**config.mk**
```make
export PLATFORM = sky130hd
export DESIGN_NAME = fwd_hazard_unit
export DESIGN_NICKNAME = d
export VERILOG_FILES = /design/src/rtl/pipe_pkg.sv /design/src/rtl/fwd_sel_calc.sv /design/src/rtl/fwd_hazard_unit.sv
export SDC_FILE = /design/constraint.sdc
export NUM_CORES = 1
export LEC_CHECK = 0
export ABC_AREA = 1
export CELL_PAD_IN_SITES_DETAIL_PLACEMENT = 1
export CELL_PAD_IN_SITES_GLOBAL_PLACEMENT = 1
export CORE_MARGIN = 4
export CORE_UTILIZATION = 37
export DETAILED_ROUTE_END_ITERATION = 10
export PLACE_DENSITY = 0.79
export RECOVER_POWER = 50
export SLEW_MARGIN = 20
export SYNTH_ARGS = -nofsm -noshare
export SYNTH_HDL_FRONTEND = slang
export SYNTH_SLANG_ARGS = --single-unit
```
**constraint.sdc**
```tcl
create_clock -name clk -period 1.9 [get_ports clk]
set_input_delay 0.475 -clock clk [delete_from_list [all_inputs] [get_ports clk]]
set_output_delay 0.475 -clock clk [all_outputs]
set_load 0.01 [all_outputs]
```
**src/rtl/pipe_pkg.sv**
```systemverilog
// pipe_pkg: shared definitions for the forwarding / hazard logic.
//   - FWD_* : operand-mux select encodings (match mux input order a..d)
//   - sb_entry_t : scoreboard slot {valid, rd, reg_write, mem_read}
//   - BUBBLE : empty slot
//   - is_producer() : slot will supply a value for register r
package pipe_pkg;

  localparam int XLEN_REG = 5;

  localparam logic [1:0] FWD_RF     = 2'b00;
  localparam logic [1:0] FWD_EXMEM  = 2'b01;
  localparam logic [1:0] FWD_MEMWB  = 2'b10;
  localparam logic [1:0] FWD_WBHOLD = 2'b11;

  typedef struct packed {
    logic                valid;
    logic [XLEN_REG-1:0] rd;
    logic                reg_write;
    logic                mem_read;
  } sb_entry_t;

  localparam sb_entry_t BUBBLE = '0;

  // x0 is hard-wired zero, so it never has a producer.
  function automatic logic is_producer(sb_entry_t e, logic [XLEN_REG-1:0] r);
    return e.valid && e.reg_write && (e.rd == r) && (r != '0);
  endfunction

endpackage

```
**src/rtl/fwd_sel_calc.sv**
```systemverilog
// fwd_sel_calc: combinational operand-select for one ALU operand.
//   rs / use_rs : source index and whether it is actually read
//   ex/mem/wb   : scoreboard slots, youngest (ex) to oldest (wb)
//   sel         : 2-bit mux select (FWD_* encoding)
module fwd_sel_calc
  import pipe_pkg::*;
(
  input  logic [XLEN_REG-1:0] rs,
  input  logic                use_rs,
  input  sb_entry_t           ex,
  input  sb_entry_t           mem,
  input  sb_entry_t           wb,
  output logic [1:0]          sel
);

  // Priority order makes the youngest producer win.
  always_comb begin
    sel = FWD_RF;
    if (use_rs) begin
      if      (is_producer(ex,  rs)) sel = FWD_EXMEM;
      else if (is_producer(mem, rs)) sel = FWD_MEMWB;
      else if (is_producer(wb,  rs)) sel = FWD_WBHOLD;
    end
  end

endmodule

```
**src/rtl/fwd_hazard_unit.sv**
```systemverilog
// fwd_hazard_unit: forwarding select + load-use hazard controller.
//   clk, rst (async, active low)
//   id_*        : ID-stage instruction (sources, dest, write/load flags)
//   hold        : global freeze, all state keeps its value
//   flush       : EX redirect, inserts bubble and clears selects
//   fwd_a/b_sel : registered operand-mux selects for the EX instruction
//   stall       : combinational load-use stall (hold PC/IF-ID, bubble EX)
module fwd_hazard_unit
  import pipe_pkg::*;
(
  input  logic                clk,
  input  logic                rst,
  input  logic                id_valid,
  input  logic [XLEN_REG-1:0] id_rs1,
  input  logic [XLEN_REG-1:0] id_rs2,
  input  logic                id_use_rs1,
  input  logic                id_use_rs2,
  input  logic [XLEN_REG-1:0] id_rd,
  input  logic                id_reg_write,
  input  logic                id_mem_read,
  input  logic                hold,
  input  logic                flush,
  output logic [1:0]          fwd_a_sel,
  output logic [1:0]          fwd_b_sel,
  output logic                stall
);

  localparam int NUM_OPS = 2;

  sb_entry_t ex_q, mem_q, wb_q;

  logic [NUM_OPS-1:0][XLEN_REG-1:0] op_rs;
  logic [NUM_OPS-1:0]               op_use;
  logic [NUM_OPS-1:0][1:0]          sel_nxt;
  logic [NUM_OPS-1:0][1:0]          sel_q;

  assign op_rs  = {id_rs2, id_rs1};
  assign op_use = {id_use_rs2, id_use_rs1};

  for (genvar i = 0; i < NUM_OPS; i++) begin : g_op
    fwd_sel_calc u_calc (
      .rs     (op_rs[i]),
      .use_rs (op_use[i]),
      .ex     (ex_q),
      .mem    (mem_q),
      .wb     (wb_q),
      .sel    (sel_nxt[i])
    );
  end

  // A load in EX can't forward to the next instruction; a flush kills
  // the ID instruction anyway, so no stall is needed then.
  logic lu_hit;
  assign lu_hit = ex_q.mem_read &&
                  ((id_use_rs1 && is_producer(ex_q, id_rs1)) ||
                   (id_use_rs2 && is_producer(ex_q, id_rs2)));
  assign stall  = id_valid && lu_hit && !flush;

  always_ff @(posedge clk or negedge rst) begin
    if (!rst) begin
      ex_q  <= BUBBLE;
      mem_q <= BUBBLE;
      wb_q  <= BUBBLE;
      sel_q <= '0;
    end else if (!hold) begin
      wb_q  <= mem_q;
      mem_q <= ex_q;
      if (flush || stall) begin
        ex_q  <= BUBBLE;
        sel_q <= '0;
      end else begin
        ex_q  <= '{valid: id_valid, rd: id_rd,
                   reg_write: id_reg_write, mem_read: id_mem_read};
        sel_q <= sel_nxt;
      end
    end
  end

  assign fwd_a_sel = sel_q[0];
  assign fwd_b_sel = sel_q[1];

endmodule

```
==> results.md <==
- Antenna cell count: 0
- Slew of the pin with the lowest slew margin: 695 ps
- Wire per inst: 13.9 um
- Reg2reg path depth: 9
- Flop2flop setup slack: 380 ps
- Detailed placement HPWL: 4160 um
- Crit path setup slack, layout: -132 ps
- Crit Path Class: input pin to primary output
- Largest clock skew in the final design: 6.00 ps
- Synthesized area: 1780 um2
- Aggregate global-route resource usage: 19.2%
- Total buffers and inverters traversed by the critical path: 3
- Leakage dissipation: 1.31 nW
- Drc violations: 0
- Power per cell area: 569 nW/um2
- Die Footprint: 5980 um2
- Cell internal pwr: 0.000937 W
- Count of hold-fix buffers inserted at cts: 0
- Clock latency on the worst-skew pair: 280 ps
- Largest stage delay, worst path: 270 ps
- I/O Pins: 29
- Outcome: complete, but fails checks
- Fraction of power consumed by the clock network: 27.8%
- Area Growth Syn to Fin: 33.7%
- Clk buf depth: 2
- I/O Buffers: 28
- Yosys synthesis warning count: 0
- Share of power burned in combinational logic: 25.0%
- CP Depth: 11
- Proportion of power drawn by flip-flops and latches: 47.2%
- Post-synthesis register bit count: 26
- Remaining antenna violation count after routing: 0
- Routed via count divided by cell count: 4.75
- Arrival time at the worst endpoint: 1560 ps
- Fraction of final layout cells with drive strength greater than 1: 22.0%
- Post-detailed-routing wire length: 5250 um
- CP delay by family, top: simple AND/OR/NAND/NOR gates
- Path class of the lowest-slack min-delay path: flip-flop to flip-flop
- H-tree levels: 1
- Achievable Freq: 492 MHz
- Min cycle time layout: 2030 ps
- Switching share of power: 30.8%
- Core area: 4500 um2
- Unique masters post-synth: 20
- Clk Tree Root Cell: sky130_fd_sc_hd__clkbuf_8
- Setup repair after global routing missed its margin: yes
- Starting utilization of the core area: 39.5%
- Sequential element share of the synthesized area: 36.6%
- Final global-route overflow total: 0
- Horizontal extent of the die: 77.3 um
- Site row count: 24
- Final design area excluding fillers: 2380 um2
- Final design utilization: 52.8%
- Final setup viols: 1
- Pin count of the biggest net entering global routing: 27
- Post-Place Cell Area: 2280 um2
- Tot Pwr: 0.00135 W
- Number of antenna violations at the first check in global routing: 0
- Switch Pwr: 0.000417 W
- Global-route wire length before repair: 9240 um
- Origin of the critical flop-to-flop path: ex_q[3]$_DFFE_PN0N_
- Cell-by-cell trace of the critical path: dlygate4sd2_1 -> inv_2 -> nand2_1 -> nand2_1 -> nand2_2 -> nor2_2 -> nand3_2 -> nand2_2 -> nand2_4 -> nor2_2 -> buf_2
- Required arrival time at the worst endpoint: 1420 ps
- Number of DRC violations after detailed-routing iteration 0: 81
- Critical-path cell with the highest stage delay: sky130_fd_sc_hd__dlygate4sd2_1
- TritonCTS clock tree: done
- Top library cells by usage in the layout, fill and taps aside: sky130_fd_sc_hd__nand2_1, sky130_fd_sc_hd__inv_1, sky130_fd_sc_hd__buf_4, sky130_fd_sc_hd__dfrtp_1, sky130_fd_sc_hd__nor2_1
- Period Utilization, post-route: 107%
- Number of nets in the finished design: 352
- Height of the die: 77.3 um
- Capture instance of the worst register-to-register path: fwd_a_sel[0]$_DFFE_PN0N_
- End of the critical path: stall
- Failing checks: setup timing
- Via count of the first global-routing pass: 1966
- Via count: 1801
- Max transition margin: 53.7%
- Most common library cell in the layout ignoring fill and taps: sky130_fd_sc_hd__nand2_1
- Largest vdd supply drop: 0.343 mV
- Post-Synthesis Net Count: 296
- Worst Setup Start Kind: input pin
- Synthesized netlist cell count: 272
- Crit. End Element: primary output
- Worst setup path startpoint: id_rs2[2]
- Hold path depth: 2
- Total count of max-transition violations in the final report: 0
- Clock transition at the registers of the reported paths: 100 ps
- Number of sinks on the clock net: 26
- Placer Congestion: 0.837
- Number of buffers created by CTS: 3
- Max capacitance violation total: 0
- Count of TritonRoute iterations in the first routing pass: 4
- Highest fanout seen on the critical path: 3
- Average cell area after synthesis: 6.54 um2
- Number of hold violations in the final report: 0
-- kinds of logic (layout without fill, tap and decap cells) --
family	Yosys count	after routing	share of synthesized area, %
compound gates	30	30	12.0
buf+inv	50	105	10.6
xor+xnor	7	7	3.45
flops	26	26	36.6
simple gates	159	159	37.4
-- what timing repair did --
item                       4_1_cts  5_1_grt
setup endpoints to repair        3        1
buffers inserted                 1        4
pin swaps                        4        4
resized for setup               35        4
-- flip-flops by register name, indices dropped and copies added, names as in the netlist --
name / count
fwd_a_sel: 2
wb_q: 7
mem_q: 7
fwd_b_sel: 2
ex_q: 8
-- layer usage --
metal  wire length [um]  global-route usage, %  up-vias  part of all wire (%)
met2               2640                   34.5       28                    50
li1                   -                      -      920                     -
met5                  0                      0        -                     0
met4                 41                   4.27        0                  0.78
met1               2440                   24.7      849                    46
met3                133                   2.08        4                   2.5
-- worst min-delay path by stage --
| stage | startpoint | end | slack (ps) |
|---|---|---|---|
| 2_1_floorplan | rst | ex_q[0]$_DFFE_PN0N_ | 180 |
| 3_3_place_gp | wb_q[1]$_DFFE_PN0N_ | wb_q[1]$_DFFE_PN0N_ | 460 |
| 3_5_place_dp | wb_q[1]$_DFFE_PN0N_ | wb_q[1]$_DFFE_PN0N_ | 470 |
| 4_1_cts | wb_q[1]$_DFFE_PN0N_ | wb_q[1]$_DFFE_PN0N_ | 500 |
| 5_1_grt | wb_q[1]$_DFFE_PN0N_ | wb_q[1]$_DFFE_PN0N_ | 530 |
| 6_report | wb_q[1]$_DFFE_PN0N_ | wb_q[1]$_DFFE_PN0N_ | 490 |
-- worst register-to-register path, stage by stage (launching register included) --
cell and delay (ps):
sky130_fd_sc_hd__dfrtp_1 440, sky130_fd_sc_hd__xnor2_1 180, sky130_fd_sc_hd__nand2_1 80, sky130_fd_sc_hd__nor2_2 150, sky130_fd_sc_hd__nand3_2 90, sky130_fd_sc_hd__nand2_2 90
sky130_fd_sc_hd__nand2_4 50, sky130_fd_sc_hd__buf_4 150, sky130_fd_sc_hd__nand2_8 110, sky130_fd_sc_hd__o21bai_2 70
-- cells in the mapped netlist --
library cell	n	area (um2)
sky130_fd_sc_hd__o21bai_2	10	113
sky130_fd_sc_hd__xnor2_1	2	17.5
sky130_fd_sc_hd__nand2_8	1	20.0
sky130_fd_sc_hd__nand3_2	2	20.0
sky130_fd_sc_hd__nand3b_1	1	7.51
sky130_fd_sc_hd__nand3_1	7	35.0
sky130_fd_sc_hd__nand2_4	1	11.3
sky130_fd_sc_hd__nand4_1	2	12.5
sky130_fd_sc_hd__nand2_1	118	443
sky130_fd_sc_hd__nor2_2	5	31.3
sky130_fd_sc_hd__buf_2	1	5.00
sky130_fd_sc_hd__nor2_1	21	78.8
sky130_fd_sc_hd__nand2_2	1	6.26
sky130_fd_sc_hd__inv_2	3	11.3
sky130_fd_sc_hd__dfrtp_1	26	651
sky130_fd_sc_hd__inv_1	42	158
sky130_fd_sc_hd__clkbuf_1	4	15.0
sky130_fd_sc_hd__o21ai_0	17	85.1
sky130_fd_sc_hd__xor2_1	5	43.8
sky130_fd_sc_hd__a21oi_1	3	15.0
-- power groups by stage --
| stage | Clock (W) | Combinational (W) | Sequential, W |
|---|---|---|---|
| 2_1_floorplan | 0 | 0.000178 | 0.000638 |
| 3_3_place_gp | 0 | 0.000323 | 0.000648 |
| 3_5_place_dp | 0 | 0.000333 | 0.000651 |
| 4_1_cts | 0.000388 | 0.000337 | 0.000640 |
| 5_1_grt | 0.000410 | 0.000388 | 0.000648 |
| 6_report | 0.000376 | 0.000338 | 0.000640 |
-- metrics by stage --
| step | hold slack, ps | setup WS [ps] | TNS [ps] | std cells |
|---|---|---|---|---|
| 6_report | 491 | -132 | -132 | 379 |
| 5_1_grt | 533 | -264 | -396 | 379 |
| 4_1_cts | 499 | -156 | -156 | 375 |
| 3_5_place_dp | 475 | -922 | -4410 | 370 |
| 3_3_place_gp | 463 | -903 | -3940 | 370 |
| 2_1_floorplan | 179 | 176 | 0 | 272 |
-- area by class of cell --
type                            instances  area, um2
Inverter                               45        169
Clock buffer                            4       55.1
Timing Repair Buffer                   56        484
Sequential cell                        26        652
Fill cell                             609       2130
Multi-Input combinational cell        196        953
Tap cell                               52       65.1
Note: power is estimated with default switching activity, not from simulation.
